===== src/rtl/cs_pkg.sv =====
// Shared state codes and constants for the CS sequencer family (cs_seq and cs_cmd successors).
package cs_pkg;

  typedef enum logic [3:0] {
    ST_WAIT = 4'h3,
    ST_POST = 4'h4,
    ST_IDLE = 4'h8,
    ST_MCFC = 4'h9,
    ST_UPRX = 4'hA,
    ST_FIFR = 4'hB,
    ST_ERR  = 4'hE,
    ST_SEND = 4'hF
  } cs_state_e;

  localparam int POST_LEN = 4;

  // Handshake stages that are guarded by the timeout counter.
  function automatic logic tmo_stage(input cs_state_e s);
    return (s == ST_MCFC) || (s == ST_FIFR) || (s == ST_SEND);
  endfunction

endpackage


===== src/rtl/cs_tmo.sv =====
// Per-stage timeout counter: counts while enabled, expires as the count reaches limit (0 disables).
module cs_tmo #(
  parameter int TMO_W = 16
) (
  input  logic             clk,
  input  logic             rst,
  input  logic             clear,
  input  logic             enable,
  input  logic [TMO_W-1:0] limit,
  output logic             expire
);

  logic [TMO_W-1:0] cnt;

  always_ff @(posedge clk or negedge rst) begin
    if (!rst)        cnt <= '0;
    else if (clear)  cnt <= '0;
    else if (enable) cnt <= cnt + 1'b1;
  end

  // Fires during the cycle whose edge brings the count up to limit, so a stage lasts exactly limit cycles.
  assign expire = enable && (limit != '0) && (cnt == limit - 1'b1);

endmodule


===== src/rtl/cs_seq.sv =====
// CS transaction sequencer: MAC->FIFO-C->CS handshake chain with per-stage timeout and error state.
// Optional SEND stage and fs_send/fs_recv ports are built when CS_SEQ_SEND_EN is defined.
module cs_seq import cs_pkg::*; #(
  parameter int               NUM_FIFO = 3,
  parameter int               TMO_W    = 16,
  parameter logic [TMO_W-1:0] TMO_MAX  = 16'hFFFF,
  parameter int               CNT_W    = 8
) (
  input  logic                clk,
  input  logic                rst,
  input  logic [NUM_FIFO-1:0] fifo_full,
  input  logic                fs_udp_rx,
  output logic                fs_mac2fifoc,
  input  logic                fd_mac2fifoc,
  output logic                fd_udp_rx,
  output logic                fs_fifoc2cs,
  input  logic                fd_fifoc2cs,
  input  logic                err_clr,
  output logic                err,
  output logic [CNT_W-1:0]    tx_cnt,
  output logic [3:0]          led_cont
`ifdef CS_SEQ_SEND_EN
  ,
  output logic                fs_send,
  input  logic                fs_recv
`endif
);

  localparam int PW = (POST_LEN > 1) ? $clog2(POST_LEN) : 1;

`ifdef CS_SEQ_SEND_EN
  localparam cs_state_e AFTER_FIFR = ST_SEND;
`else
  localparam cs_state_e AFTER_FIFR = ST_POST;
`endif

  // Reset asserts asynchronously but releases two edges later, in step with clk.
  logic [1:0] rst_pipe;
  logic       rst_s;

  always_ff @(posedge clk or negedge rst) begin
    if (!rst) rst_pipe <= '0;
    else      rst_pipe <= {rst_pipe[0], 1'b1};
  end

  assign rst_s = rst_pipe[1];

  cs_state_e       state, state_nxt;
  logic [PW-1:0]   post_cnt;
  logic            tmo_exp;

  cs_tmo #(.TMO_W(TMO_W)) u_tmo (
    .clk    (clk),
    .rst    (rst_s),
    .clear  (state_nxt != state),
    .enable (tmo_stage(state)),
    .limit  (TMO_MAX),
    .expire (tmo_exp)
  );

  // Done is tested before expiry so a same-cycle done still completes the stage.
  always_comb begin
    state_nxt = state;
    case (state)
      ST_IDLE: if (!(|fifo_full)) state_nxt = ST_WAIT;
      ST_WAIT: begin
        if (|fifo_full)     state_nxt = ST_IDLE;
        else if (fs_udp_rx) state_nxt = ST_MCFC;
      end
      ST_MCFC: begin
        if (fd_mac2fifoc) state_nxt = ST_UPRX;
        else if (tmo_exp) state_nxt = ST_ERR;
      end
      ST_UPRX: if (!fs_udp_rx) state_nxt = ST_FIFR;
      ST_FIFR: begin
        if (fd_fifoc2cs)  state_nxt = AFTER_FIFR;
        else if (tmo_exp) state_nxt = ST_ERR;
      end
`ifdef CS_SEQ_SEND_EN
      ST_SEND: begin
        if (fs_recv)      state_nxt = ST_POST;
        else if (tmo_exp) state_nxt = ST_ERR;
      end
`endif
      ST_POST: if (post_cnt == PW'(POST_LEN - 1)) state_nxt = ST_IDLE;
      ST_ERR:  if (err_clr) state_nxt = ST_IDLE;
      default: state_nxt = ST_IDLE;
    endcase
  end

  always_ff @(posedge clk or negedge rst_s) begin
    if (!rst_s) begin
      state    <= ST_IDLE;
      post_cnt <= '0;
      tx_cnt   <= '0;
    end else begin
      state    <= state_nxt;
      post_cnt <= (state == ST_POST) ? post_cnt + 1'b1 : '0;
      if (state_nxt == ST_POST && state != ST_POST) tx_cnt <= tx_cnt + 1'b1;
    end
  end

  assign led_cont     = state;
  assign fs_mac2fifoc = (state == ST_MCFC);
  assign fd_udp_rx    = (state == ST_UPRX);
  assign fs_fifoc2cs  = (state == ST_FIFR);
  assign err          = (state == ST_ERR);
`ifdef CS_SEQ_SEND_EN
  assign fs_send      = (state == ST_SEND);
`endif

endmodule


===== config.mk =====
export PLATFORM = sky130hd
export DESIGN_NAME = cs_seq
export DESIGN_NICKNAME = d
export VERILOG_FILES = /design/src/rtl/cs_pkg.sv /design/src/rtl/cs_tmo.sv /design/src/rtl/cs_seq.sv
export SDC_FILE = /design/constraint.sdc
export NUM_CORES = 1
export LEC_CHECK = 0
export ABC_AREA = 1
export CORE_MARGIN = 2
export CORE_UTILIZATION = 33
export DETAILED_ROUTE_END_ITERATION = 7
export PLACE_DENSITY_LB_ADDON = 0.08
export SLEW_MARGIN = 20
export SYNTH_ARGS = -nofsm -noshare
export SYNTH_HDL_FRONTEND = slang
export SYNTH_SLANG_ARGS = --single-unit

===== constraint.sdc =====
create_clock -name clk -period 0.96 [get_ports clk]
set_input_delay 0.144 -clock clk [delete_from_list [all_inputs] [get_ports clk]]
set_output_delay 0.144 -clock clk [all_outputs]
set_load 0.1 [all_outputs]

==> summary.md <==
| Metric | Value |
|---|---|
| Cells on worst reg2reg path | 11 |
| R2R Path Start | led_cont[3] |
| NumNets Final | between 300 and 400 |
| Final Util | just over 60% |
| CP endpoint | u_tmo.cnt[5] |
| CTS tree | built |
| CP most frequent cell | nand2_2 |
| Sw frac | 48.2% |
| Critical path type | flip-flop to flip-flop |
| All-Layer GR Usage | 16.9% |
| Run status | finished with violations |
| Final std cells w/o fill | approximately 420 |
| # clock sinks | 32 |
| Min-delay worst type | flip-flop to async pin |
| DPL Wire Length | around 3400 um |
| Initial antenna violation count | 0 |
| Slew Limit Fails | 0 |
| Drt drc | 0 |
| Startpoint types | flip-flop |
| Fmax | about 0.53 GHz |
| Worst-Skew Late Latency | between 0.2 and 0.3 ns |
| Seq pwr share | between 10% and 20% |
| Dpl cells | 400 |
| Post-Layout Inst Area | between 3000 and 4000 um^2 |
| Routed wire per std cell | roughly 12 um |
| PD cells | between 2000 and 3000 nW/um^2 |
| Core Area | about 5500 um^2 |
| CP Data Required Time | roughly 1.2 ns |
| Clock power frac | approximately 14% |
| CTS buffer count | 5 |
| Max incr delay on CP | between 0.6 and 0.7 ns |
| Die H | ~80 um |
| Die Span X | between 80 and 90 um |
| VDD IR max | about 0.002 V |
| Port-buffer cells | 24 |
| CP Max Fanout | 8 |
| Avg Synthesized Cell Area | approximately 7.9 um^2 |
| Leak | ~1.6 nW |
| Final Hold Viols | 0 |
| Synth warn | 0 |
| Critical path origin | led_cont[3] |
| Pin count of the biggest net entering global routing | 19 |
| Max Cap Viol | 0 |
| Final Wtd Congestion | ~0.84 |
| R2R Setup Slk | -0.92 ns |
| Power Total | 0.00956 W |
| Die area | 6420 um^2 |
| CP max-delay cell | dfstp_4 |
| Vias per inst | about 4.4 |
| Max clock buf depth | 2 |
| CP endpoint kind | flip-flop |
| Post-DP Area | just under 3000 um^2 |
| Final count of negative-setup-slack endpoints | between 40 and 50 |
| RSZ-0062 raised after global routing | yes |
| Hold_ws | a little under 0.2 ns |
| H-tree depth | 2 |
| Combinational Power Share | approximately 67% |
| Critical Path AT | approximately 2.1 ns |
| Internal power | 0.00495 W |
| Cell variety after synth | 29 |
| Cells along the critical path | inv_4 > nor2_4 > nand2_2 > or2_1 > nand2_1 > nand2_2 > nand2_2 > nand2_2 > nand2_4 > nand2_8 > nor3_2 |
| Clock transition at path regs | about 0.08 ns |
| Tmin final | 1.88 ns |
| Initial DRT Pass Iterations | 4 |
| Tcrit/Tclk final | 196% |
| Cells after Synth | ~240 |
| Yosys reg bits | 32 |
| GRT overflow | 0 |
| Root Driver | clkbuf_8 |
| Post-synthesis sequential area ratio | approximately two fifths |
| Starting Density | 34.5% |
| Syn Nets | between 200 and 300 |
| Vias | 1,857 |
| Post-route ant nets | 0 |
| Psw | approximately 0.0046 W |
| Row count | 27 |
| Antenna Cells | 0 |
| Reg-to-Reg End | u_tmo.cnt[5] |
| Final WS setup | -0.920 ns |
| Global-route wire length before repair | between 8000 and 9000 um |
| IO Pins | 25 |
| Routed wire length | 4900 um |
| Failing checks | setup timing |
| Area delta synth->final | 75.8% |
| Skew final | 0.00654 ns |
| Mapped cell area | between 1500 and 2000 um^2 |
| Vias in the first global route | ~1.8k |
| Layout cells sized above 1 | roughly 50% |
| DRT iter0 DRCs | slightly below 80 |
-- how the worst min path moves through the flow --
stage,startpoint,endpoint,slack [ns],cells past startpoint
2_1_floorplan,rst,rst_pipe[0],-0.15,0
3_3_place_gp,rst_pipe[1],u_tmo.cnt[9],0.19,1
3_5_place_dp,rst_pipe[1],u_tmo.cnt[7],0.20,1
4_1_cts,rst_pipe[1],u_tmo.cnt[7],0.21,1
5_1_grt,rst_pipe[1],u_tmo.cnt[7],0.24,1
6_report,rst_pipe[1],u_tmo.cnt[5],0.20,1
-- Yosys cell counts (all sizes together) --
cell    number  area share [%]
dfrtp       31              41
inv         32             6.3
nand2       67              14
nand3       16             4.4
nor3        18             7.7
dfstp        1             1.4
ha           4             2.6
xor2        12             5.5
or2          2            0.65
and3         1            0.33
nand3b       2            0.78
nor2        33             7.3
nand4        4             1.3
conb         1            0.20
buf          2             1.2
o21bai       1            0.39
nor3b        1            0.39
xnor2        7             3.2
o21ai        5             1.3
a21oi        2            0.52
-- cell usage in the layout, fill, tap and decap left out, drive strengths merged, types with 4 or more instances in the layout --
cell	n
o21ai	5
buf	92
xnor2	7
clkinvlp	4
inv	30
nand4	4
clkdlybuf4s50	8
nand2	68
dfrtp	31
nand3	16
nor2	33
xor2	12
nor3	18
clkbuf	5
ha	4
-- cell type report --
class / count / area (um^2)
flip-flops and latches: 32 / 827
repair buffers: 101 / 1040
well taps: 72 / 90.1
clock buffers: 5 / 68.8
clock inverters: 3 / 46.3
multi-input cells: 177 / 1150
fillers: 497 / 2180
inverters: 32 / 139
-- layer usage --
| metal | vias to the layer above | share of wire [%] | global-route usage [%] |
|---|---|---|---|
| li1 | 969 | - | - |
| met1 | 857 | 48 | 23.2 |
| met2 | 27 | 48 | 26.7 |
| met3 | 4 | 3.3 | 4.04 |
| met4 | 0 | 0.94 | 4.58 |
| met5 | - | 0 | 0 |
-- worst max-delay path: cells and delay by family (launching register included) --
kind / cells / cell delay, ns
AND/OR/NAND/NOR: 10 / 1.07
buffers and inverters: 1 / 0.06
flip-flops: 1 / 0.67
-- flip-flops by register name, summed over array words and instances, names as in the netlist --
name	flops
u_tmo.cnt	16
tx_cnt	8
led_cont	4
post_cnt	2
rst_pipe	2
-- through the flow --
stage               TNS (ns)  setup WS (ns)
floorplan             -37.86          -1.38
global placement      -23.11         -0.910
detailed placement    -23.38         -0.990
CTS                   -25.73         -0.901
global route          -29.78          -1.02
finish                -26.50         -0.920
-- cells by family (layout without fill, tap and decap cells) --
family | after synthesis | after routing | synth area share (%)
AOI/OAI and AO/OA | 8 | 8 | 2.22
xor gates and xnor gates | 19 | 19 | 8.70
adders and majority gates | 4 | 4 | 2.62
buffers and inverters | 34 | 141 | 7.46
DFF | 32 | 32 | 41.9
other | 1 | 1 | 0.196
and+or+nand+nor | 144 | 145 | 36.9
-- power groups by stage --
stage / clock network [W] / logic [W] / registers (W)
after global placement: 0 / 0.00539 / 0.00182
after global routing: 0.00144 / 0.00679 / 0.00186
final: 0.00133 / 0.00640 / 0.00183
after floorplan: 0 / 0.00216 / 0.00300
after detailed placement: 0 / 0.00538 / 0.00182
after CTS: 0.00139 / 0.00606 / 0.00183
-- what timing repair did --
item / 4_1_cts / 5_1_grt
pin swaps: 4 / 16
resized for setup: 35 / 28
setup buffers: 7 / 9
cloned: 1 / 0
endpoints found under the setup margin: 46 / 46
hold buffers: 1 / 0
hold endpoints to repair: 2 / 0
Power figures use the tool's default switching activity.
